--- src/rtl/sdram_arbiter_if.sv ---
// Bus bundle between the SDRAM arbiter, its 16-bit clients and the 32-bit Avalon-MM controller port.
// master = arbiter view, slave = clients + controller view.
interface sdram_arbiter_if #(
  parameter int N_CLIENTS = 4,
  parameter int ADDR_W    = 24
);
  // controller side
  logic [ADDR_W-2:0]           avm_address;
  logic [3:0]                  avm_byteenable_n;
  logic                        avm_chipselect;
  logic [31:0]                 avm_writedata;
  logic                        avm_read_n;
  logic                        avm_write_n;
  logic [31:0]                 avm_readdata;
  logic                        avm_readdatavalid;
  logic                        avm_waitrequest;
  // client side
  logic [N_CLIENTS*ADDR_W-1:0] cl_addr;
  logic [N_CLIENTS-1:0]        cl_read;
  logic [N_CLIENTS-1:0]        cl_write;
  logic [N_CLIENTS*16-1:0]     cl_writedata;
  logic [15:0]                 cl_readdata;
  logic [N_CLIENTS-1:0]        cl_done;
  logic                        cl_error;

  modport master (
    output avm_address, avm_byteenable_n, avm_chipselect, avm_writedata,
           avm_read_n, avm_write_n,
    input  avm_readdata, avm_readdatavalid, avm_waitrequest,
    input  cl_addr, cl_read, cl_write, cl_writedata,
    output cl_readdata, cl_done, cl_error
  );

  modport slave (
    input  avm_address, avm_byteenable_n, avm_chipselect, avm_writedata,
           avm_read_n, avm_write_n,
    output avm_readdata, avm_readdatavalid, avm_waitrequest,
    output cl_addr, cl_read, cl_write, cl_writedata,
    input  cl_readdata, cl_done, cl_error
  );
endinterface

--- src/rtl/sdram_arbiter.sv ---
// Round-robin front end: N 16-bit clients onto one 32-bit SDRAM Avalon-MM port,
// one transaction in flight, read timeout with late-beat discard.
module sdram_arbiter #(
  parameter int N_CLIENTS = 4,
  parameter int ADDR_W    = 24,
  parameter int TIMEOUT   = 255
) (
  input  logic            i_clk,
  input  logic            i_rst_n,
  sdram_arbiter_if.master bus
);
  localparam int PTR_W = (N_CLIENTS > 1) ? $clog2(N_CLIENTS) : 1;

  typedef enum logic [1:0] {IDLE, ISSUE, WAIT_RD, DONE} state_t;

  typedef struct packed {
    logic [PTR_W-1:0] g;   // granted client
    logic             rd;  // read (else write)
    logic             hi;  // upper half word of the 32-bit beat
  } txn_t;

  state_t               state;
  txn_t                 txn;
  logic [PTR_W-1:0]     rr_ptr;
  logic                 drop;
  logic [15:0]          cnt;

  logic                 gnt_vld;
  logic [PTR_W-1:0]     gnt_idx;
  logic [ADDR_W-1:0]    sel_addr;
  logic [15:0]          sel_wd;
  logic                 sel_rd;
  logic [N_CLIENTS-1:0] done_vec;

  // First requester at or after rr_ptr, scanning cyclically.
  always_comb begin
    int j;
    j       = 0;
    gnt_vld = 1'b0;
    gnt_idx = '0;
    for (int i = 0; i < N_CLIENTS; i++) begin
      j = int'(rr_ptr) + i;
      if (j >= N_CLIENTS) j = j - N_CLIENTS;
      if (!gnt_vld && (bus.cl_read[j] || bus.cl_write[j])) begin
        gnt_vld = 1'b1;
        gnt_idx = PTR_W'(j);
      end
    end
  end

  always_comb begin
    sel_addr = bus.cl_addr[int'(gnt_idx)*ADDR_W +: ADDR_W];
    sel_wd   = bus.cl_writedata[int'(gnt_idx)*16 +: 16];
    sel_rd   = bus.cl_read[gnt_idx];
    for (int i = 0; i < N_CLIENTS; i++)
      done_vec[i] = (txn.g == PTR_W'(i));
  end

  always_ff @(posedge i_clk or negedge i_rst_n) begin
    if (!i_rst_n) begin
      state                <= IDLE;
      txn                  <= '0;
      rr_ptr               <= '0;
      drop                 <= 1'b0;
      cnt                  <= '0;
      bus.avm_address      <= '0;
      bus.avm_byteenable_n <= 4'hF;
      bus.avm_chipselect   <= 1'b0;
      bus.avm_writedata    <= '0;
      bus.avm_read_n       <= 1'b1;
      bus.avm_write_n      <= 1'b1;
      bus.cl_readdata      <= '0;
      bus.cl_done          <= '0;
      bus.cl_error         <= 1'b0;
    end else begin
      // A beat owed to a timed-out read is swallowed wherever it shows up.
      if (drop && bus.avm_readdatavalid) drop <= 1'b0;

      case (state)
        IDLE: begin
          if (gnt_vld) begin
            txn.g                <= gnt_idx;
            txn.rd               <= sel_rd;
            txn.hi               <= sel_addr[0];
            bus.avm_address      <= sel_addr[ADDR_W-1:1];
            bus.avm_writedata    <= {sel_wd, sel_wd};
            bus.avm_byteenable_n <= sel_addr[0] ? 4'b0011 : 4'b1100;
            bus.avm_chipselect   <= 1'b1;
            bus.avm_read_n       <= !sel_rd;
            bus.avm_write_n      <= sel_rd;
            state                <= ISSUE;
          end
        end

        ISSUE: begin
          if (!bus.avm_waitrequest) begin
            bus.avm_chipselect   <= 1'b0;
            bus.avm_read_n       <= 1'b1;
            bus.avm_write_n      <= 1'b1;
            bus.avm_byteenable_n <= 4'hF;
            cnt                  <= '0;
            if (txn.rd) begin
              state <= WAIT_RD;
            end else begin
              bus.cl_done  <= done_vec;
              bus.cl_error <= 1'b0;
              state        <= DONE;
            end
          end
        end

        WAIT_RD: begin
          cnt <= cnt + 16'd1;
          if (bus.avm_readdatavalid && !drop) begin
            bus.cl_readdata <= txn.hi ? bus.avm_readdata[31:16] : bus.avm_readdata[15:0];
            bus.cl_error    <= 1'b0;
            bus.cl_done     <= done_vec;
            state           <= DONE;
          end else if (cnt == 16'(TIMEOUT)) begin
            // The controller still owes us a beat; mark it for discard.
            drop            <= 1'b1;
            bus.cl_readdata <= '0;
            bus.cl_error    <= 1'b1;
            bus.cl_done     <= done_vec;
            state           <= DONE;
          end
        end

        DONE: begin
          bus.cl_done <= '0;
          rr_ptr      <= (txn.g == PTR_W'(N_CLIENTS-1)) ? '0 : txn.g + 1'b1;
          state       <= IDLE;
        end

        default: state <= IDLE;
      endcase
    end
  end
endmodule

--- src/flat_wrapper.sv ---
// flat-port wrapper written by rule: the top's interface ports become plain ports
module sdram_arbiter_flat 
#(
  parameter int N_CLIENTS = 4,
  parameter int ADDR_W    = 24,
  parameter int TIMEOUT   = 255
)
  (i_clk, i_rst_n, bus_avm_address, bus_avm_byteenable_n, bus_avm_chipselect, bus_avm_writedata, bus_avm_read_n, bus_avm_write_n, bus_avm_readdata, bus_avm_readdatavalid, bus_avm_waitrequest, bus_cl_addr, bus_cl_read, bus_cl_write, bus_cl_writedata, bus_cl_readdata, bus_cl_done, bus_cl_error);
  sdram_arbiter_if #(.N_CLIENTS(N_CLIENTS), .ADDR_W(ADDR_W)) bus_i ();
  input  logic i_clk;
  input  logic i_rst_n;
  output wire logic [$bits(bus_i.avm_address)-1:0] bus_avm_address;
  output wire logic [$bits(bus_i.avm_byteenable_n)-1:0] bus_avm_byteenable_n;
  output wire logic [$bits(bus_i.avm_chipselect)-1:0] bus_avm_chipselect;
  output wire logic [$bits(bus_i.avm_writedata)-1:0] bus_avm_writedata;
  output wire logic [$bits(bus_i.avm_read_n)-1:0] bus_avm_read_n;
  output wire logic [$bits(bus_i.avm_write_n)-1:0] bus_avm_write_n;
  input wire logic [$bits(bus_i.avm_readdata)-1:0] bus_avm_readdata;
  input wire logic [$bits(bus_i.avm_readdatavalid)-1:0] bus_avm_readdatavalid;
  input wire logic [$bits(bus_i.avm_waitrequest)-1:0] bus_avm_waitrequest;
  input wire logic [$bits(bus_i.cl_addr)-1:0] bus_cl_addr;
  input wire logic [$bits(bus_i.cl_read)-1:0] bus_cl_read;
  input wire logic [$bits(bus_i.cl_write)-1:0] bus_cl_write;
  input wire logic [$bits(bus_i.cl_writedata)-1:0] bus_cl_writedata;
  output wire logic [$bits(bus_i.cl_readdata)-1:0] bus_cl_readdata;
  output wire logic [$bits(bus_i.cl_done)-1:0] bus_cl_done;
  output wire logic [$bits(bus_i.cl_error)-1:0] bus_cl_error;
  assign bus_avm_address = bus_i.avm_address;
  assign bus_avm_byteenable_n = bus_i.avm_byteenable_n;
  assign bus_avm_chipselect = bus_i.avm_chipselect;
  assign bus_avm_writedata = bus_i.avm_writedata;
  assign bus_avm_read_n = bus_i.avm_read_n;
  assign bus_avm_write_n = bus_i.avm_write_n;
  assign bus_i.avm_readdata = bus_avm_readdata;
  assign bus_i.avm_readdatavalid = bus_avm_readdatavalid;
  assign bus_i.avm_waitrequest = bus_avm_waitrequest;
  assign bus_i.cl_addr = bus_cl_addr;
  assign bus_i.cl_read = bus_cl_read;
  assign bus_i.cl_write = bus_cl_write;
  assign bus_i.cl_writedata = bus_cl_writedata;
  assign bus_cl_readdata = bus_i.cl_readdata;
  assign bus_cl_done = bus_i.cl_done;
  assign bus_cl_error = bus_i.cl_error;
  sdram_arbiter #(.N_CLIENTS(N_CLIENTS), .ADDR_W(ADDR_W), .TIMEOUT(TIMEOUT)) u_core (.i_clk(i_clk), .i_rst_n(i_rst_n), .bus(bus_i));
endmodule
--- config.mk ---
export PLATFORM = sky130hd
export DESIGN_NAME = sdram_arbiter_flat
export DESIGN_NICKNAME = d
export VERILOG_FILES = /design/src/rtl/sdram_arbiter_if.sv /design/src/rtl/sdram_arbiter.sv /design/src/flat_wrapper.sv
export SDC_FILE = /design/constraint.sdc
export NUM_CORES = 1
export LEC_CHECK = 0
export CAP_MARGIN = 40
export CORE_MARGIN = 2
export CORE_UTILIZATION = 43
export DETAILED_ROUTE_END_ITERATION = 10
export HOLD_SLACK_MARGIN = 0.08
export PLACE_DENSITY = 0.84
export SETUP_SLACK_MARGIN = 0.05
export SLEW_MARGIN = 20
export SYNTH_ARGS = -nofsm -noshare
export SYNTH_HDL_FRONTEND = slang
export SYNTH_SLANG_ARGS = --single-unit
--- constraint.sdc ---
create_clock -name i_clk -period 3.3 [get_ports i_clk]
set_clock_uncertainty 0.1 [all_clocks]
set_input_delay 0.99 -clock i_clk [delete_from_list [all_inputs] [get_ports i_clk]]
set_output_delay 0.99 -clock i_clk [all_outputs]
set_load 0.05 [all_outputs]
==> results of run 1 <==
## worst max-delay path, stage by stage
cell	delay [ps]
clkdlybuf4s50_1	470
or2_1	300
o311a_1	400
nor2_4	130
buf_12	180
buf_4	210
mux2i_1	240
o221ai_1	160
## cells by family after synthesis
logic type,Yosys count
compound gates,105
xor+xnor,13
fa+ha+maj,10
buf+inv,59
flops,90
mux,103
simple gates,145
## power by group
group,internal [mW],switching (mW)
Combinational,2.22,3.37
Sequential,1.60,0.368
Clock,0.609,0.423
Total,4.43,4.16
## per-layer routing
layer  share of wire, %  track usage [%]
met5                  0                0
met4                2.3             8.81
met3                7.0             4.83
met2                 52             44.5
met1                 39             30.0
## flip-flops by register name, summed over array words and instances, names as in the netlist
register / count
u_core.bus.avm_address: 23
u_core.bus.avm_writedata: 16
u_core.bus.cl_readdata: 16
u_core.cnt: 16
u_core.bus.cl_done: 4
u_core.txn: 4
u_core.bus.avm_byteenable_n: 2
u_core.rr_ptr: 2
u_core.state: 2
u_core.bus.avm_chipselect: 1
u_core.bus.avm_read_n: 1
u_core.bus.avm_write_n: 1
u_core.bus.cl_error: 1
u_core.drop: 1
## final cells by class
| class | count | area (um2) | area share [%] |
|---|---|---|---|
| Sequential cell | 90 | 2260 | 25.7 |
| Clock inverter | 4 | 51.3 | 0.583 |
| Antenna cell | 2 | 5.00 | 0.0569 |
| Clock buffer | 12 | 246 | 2.80 |
| Inverter | 10 | 37.5 | 0.427 |
| Multi-Input combinational cell | 376 | 2820 | 32.0 |
| Timing Repair Buffer | 314 | 3170 | 36.0 |
| Tap cell | 172 | 215 | 2.45 |
## Yosys cell counts, drive strengths merged (6+ instances only)
library cell,count,area (um2)
mux2i,96,961
dfrtp,86,2150
nand2,55,206
o221ai,39,398
buf,34,255
nor2,28,113
nor3,23,115
a21o,17,128
clkbuf,15,56.3
o21ai,15,75.1
ha,10,125
inv,9,33.8
nand3,8,40.0
xnor2,8,70.1
a21oi,7,35.0
mux2,7,78.8
nor2b,6,37.5
nor4,6,37.5
## per-stage QoR
stage	setup slack (ps)	hold slack [ps]
2_1_floorplan	622	371
3_3_place_gp	69.6	358
3_5_place_dp	-28.7	364
4_1_cts	324	379
5_1_grt	221	387
6_report	293	376
## final timing paths
path,start,endpoint,slack [ps]
min in group asynchronous,i_rst_n,u_core.bus.cl_error,570
hold reg to reg,u_core.bus.cl_readdata[2],u_core.bus.cl_readdata[2],380
setup reg to reg,u_core.state[1],u_core.cnt[13],860
setup / recovery,bus_cl_write[1],u_core.bus.avm_address[6],290
hold / removal,u_core.bus.cl_readdata[2],u_core.bus.cl_readdata[2],380
max in group asynchronous,i_rst_n,u_core.bus.avm_write_n,1820
==> impl_metrics.tcl, run 1 <==
set metrics [dict create \
    die_y_um 116 \
    crit_arrival_ps 3100 \
    cts_buffer_depth 2 \
    cts_sinks 90 \
    yosys-mux-area-fraction_pct 19.2 \
    port_buffers 286 \
    cap_violations 0 \
    r2r_cells 7 \
    drc 0 \
    postRouteWirelength_mm 17.7 \
    gp_congestion 0.795 \
    synth_top_family_by_area "multiplexers" \
    worst-path-max-fanout 17 \
    relSlewSlack_pct 59.5 \
    grt_pass1_vias 5421 \
    dpl.hpwl_mm 13.7 \
    clk-insertion-delay-late_ps 330 \
    syn_inst 525 \
    die_w_um 116 \
    nNetsFinal 1015 \
    setup_tns_ps 0 \
    cts_made_buffers 9 \
    synth_edf_count 0 \
    postCtsHoldBufs 0 \
    clk_transition_reported_paths_ps 70 \
    synthFlopType "dfrtp_1" \
    final_util_pct 70.5 \
    post_cts_buffers 0 \
    place_inst 961 \
    setup_violations 0 \
    min_path_type "reg2reg" \
    routed_via_density 5.41 \
    core_um2 12500 \
    grt_setup_unrepaired "false" \
    grt_max_degree 48 \
    yosys.area_share.adder_pct 2.31 \
    drtPass1Iterations 4 \
    finalPower_mw 8.59 \
    finalCritPeriodShare_pct 91.1 \
    ios 287 \
    synth_compound_area_share_pct 15.9 \
    synth_seq_area_share_pct 41.7 \
    syn-num-nets 739 \
    worst_slew_pin_slew_ps 607 \
    end_kind "flop" \
    whs_path_depth 1 \
    overflow 0 \
    final_period_minus_worst_setup_slack_ps 3010 \
    hold_violations 0 \
    antenna_found_initial 2 \
    synth-xor-area-share_pct 2.10 \
    detail-route-antenna-nets 0 \
    status "complete, no violations" \
    criticalPathCategory "in2reg" \
    placed_area_um2 8480 \
    required_ps 3390 \
    syn_area_um2 5420 \
    grt_pass1_wl_mm 26.4 \
    ys_seq_elements 90 \
    drt_iter0_markers 358 \
    p_leak_nw 3.78 \
    fin_cells 980 \
    final_common_cell "clkdlybuf4s50_1" \
    cts_tree "yes" \
    synthDistinctLibCells 52 \
    routed-via-count 5302 \
    rows 41 \
    syn_area_per_cell_um2 10.3 \
    powerDensity_nw_per_um2 977 \
    final_cell_mix "clkdlybuf4s50_1, mux2i_1, dfrtp_1" \
    wire_per_inst_um 18.0 \
    initial_utilization_pct 43.5 \
    cp-start-kind "input port" \
    area_delta_synth_final_pct 62.3 \
    async_flop_share_pct 100 \
    drive_gt1_share_pct 8.44 \
    fin_area_um2 8790 \
    max_freq_mhz 333 \
    ctsRootBufferMaster "clkbuf_16" \
    ir_worst_vdd_uv 619 \
    fillers 862 \
    grt_use_total_pct 24.9 \
    dieArea_um2 13500 \
    cts_resized 0 \
    slew_viol_final 0 \
    ys_warn_count 0 \
    h-tree-depth 3 \
    synthSimpleGateAreaFrac_pct 12.4 \
]
Power figures use the tool's default switching activity.
==> run 2: changes to the inputs <==
--- a/config.mk
+++ b/config.mk
@@ -5,9 +5,10 @@
 export SDC_FILE = /design/constraint.sdc
 export NUM_CORES = 1
 export LEC_CHECK = 0
-export CAP_MARGIN = 40
+export ABC_AREA = 1
+export CAP_MARGIN = 20
 export CORE_MARGIN = 2
-export CORE_UTILIZATION = 43
+export CORE_UTILIZATION = 46
 export DETAILED_ROUTE_END_ITERATION = 10
 export HOLD_SLACK_MARGIN = 0.08
 export PLACE_DENSITY = 0.84
==> impl_metrics.tcl, run 2 <==
set metrics [dict create \
    cts_resized 0 \
    diodes 0 \
    fin_area_um2 9720 \
    ys_warn_count 0 \
    port_buffers 286 \
    antenna_found_initial 0 \
    crit_arrival_ps 3130 \
    gp_congestion 0.890 \
    top_register "u_core.bus.avm_address" \
    detail-route-antenna-nets 0 \
    min_path_type "reg2reg" \
    routed_via_density 5.01 \
    postRouteWirelength_mm 20.3 \
    post-synth-top-count-cell "nand2_1" \
    grt_pass1_wl_mm 31.7 \
    synthDistinctLibCells 33 \
    syn-num-nets 1191 \
    cp-start-kind "input port" \
    grt_max_degree 85 \
    largest_reg_flops 23 \
    die_y_um 123 \
    criticalPathCategory "in2reg" \
    finalCritPeriodShare_pct 90.6 \
    grt_use_total_pct 26.5 \
    drive_gt1_share_pct 5.04 \
    r2r_cells 15 \
    synth_top_area_share_pct 33.1 \
    max_freq_mhz 335 \
    cts_made_buffers 9 \
    synth_seq_area_share_pct 34.7 \
    overflow 0 \
    timing.hold.ws_ps 383 \
    required_ps 3440 \
    synthFlopType "dfrtp_1" \
    ios 287 \
    hold_violations 0 \
    slew_viol_final 0 \
    cts_sinks 90 \
    syn_area_um2 6500 \
    cts_tree "yes" \
    syn_inst 977 \
    setup_violations 0 \
    postCtsHoldBufs 0 \
    status "complete, no violations" \
    clk_transition_reported_paths_ps 70 \
    syn_area_per_cell_um2 6.66 \
    grt_pass1_vias 6460 \
    dieArea_um2 15100 \
    ys_seq_elements 90 \
    post_cts_buffers 0 \
    initial_utilization_pct 47.0 \
    cts_buffer_depth 2 \
    rows 43 \
    ir_worst_vdd_uv 543 \
    synth_edf_count 0 \
    drt_iter0_markers 397 \
    async_flop_share_pct 100 \
    drc 0 \
    routed-via-count 7068 \
    final_common_cell "nand2_1" \
    clk-insertion-delay-late_ps 350 \
    end_kind "flop" \
    core_um2 13800 \
    worst-path-max-fanout 35 \
    final_cell_mix "nand2_1, clkdlybuf4s50_1, inv_1" \
    die_w_um 123 \
    dpl.hpwl_mm 15.3 \
    ctsRootBufferMaster "clkbuf_16" \
    cap_violations 0 \
    powerDensity_nw_per_um2 1110 \
    final_period_minus_worst_setup_slack_ps 2990 \
    wire_per_inst_um 14.4 \
    area_delta_synth_final_pct 49.4 \
    relSlewSlack_pct 62.4 \
    p_leak_nw 4.77 \
    grt_setup_unrepaired "false" \
    yosys-top-cells-count "nand2_1, inv_1, nand3_1" \
    placed_area_um2 9410 \
    nNetsFinal 1440 \
    whs_path_depth 2 \
    worst_slew_pin_slew_ps 563 \
    yosys.area.top_type "dfrtp_1" \
    h-tree-depth 3 \
    synth_area_leaders "dfrtp_1, nand2_1, nand3b_1" \
    drtPass1Iterations 4 \
]
==> run 2: cell type report <==
cell class / count / area (um2)
clock buffer: 10 / 229
tap: 180 / 225
multi-input combinational: 688 / 3300
sequential: 90 / 2260
timing repair buffer: 310 / 3150
clock inverter: 6 / 73.8
fill: 1128 / 4110
inverter: 127 / 477
==> run 2: logic make-up after synthesis <==
group | synth area share (%)
AOI/OAI and AO/OA | 6.10
xor gates and xnor gates | 0.135
adders and majority gates | 1.92
buffers and inverters | 14.7
DFF | 34.7
and+or+nand+nor | 42.5
==> run 2: per-stage QoR <==
stage,power [mW],worst slack [ps],setup TNS [ps],util [%],cells
finish,10.7,310,0,70.3,1411
CTS,10.8,351,0,70.3,1411
floorplan,7.52,710,0,-,977
global route,11.6,152,0,70.3,1411
detailed placement,9.67,-19.9,-25.4,68.1,1395
global placement,9.55,27.7,0,68.1,1395
==> run 2: power by group <==
part           switching [mW]  internal (mW)
logic                    4.98           2.73
clock network           0.471          0.599
registers               0.377           1.59
total                    5.82           4.92
==> run 2: path summary, 6_finish.rpt <==
check,endpoint,start,slack [ps]
max,u_core.bus.avm_address[8],bus_cl_read[0],310
min,u_core.bus.avm_address[11],u_core.bus.avm_address[11],380
max reg2reg,u_core.cnt[15],u_core.state[1],690
min reg2reg,u_core.bus.avm_address[11],u_core.bus.avm_address[11],380
max in group asynchronous,u_core.bus.avm_read_n,i_rst_n,1890
min in group asynchronous,u_core.bus.cl_done[3],i_rst_n,470
==> run 2: per-layer routing <==
layer	GRT usage [%]	routed length, um	vias up
met1	33.1	8050	3195
met3	5.44	1690	28
met4	8.69	383	0
met2	45.9	10100	280
met5	0	0	-
li1	-	-	3565
==> run 2: critical path, cell delays in order <==
cell	delay, ps
clkdlybuf4s50_1	450
o21ai_0	270
nand3_1	140
nand2_2	150
a21oi_2	80
or2_2	340
nand2_4	170
buf_12	210
nand2_1	70
nand3_1	90
nand2_1	60
nand2_1	60
nand2_1	50
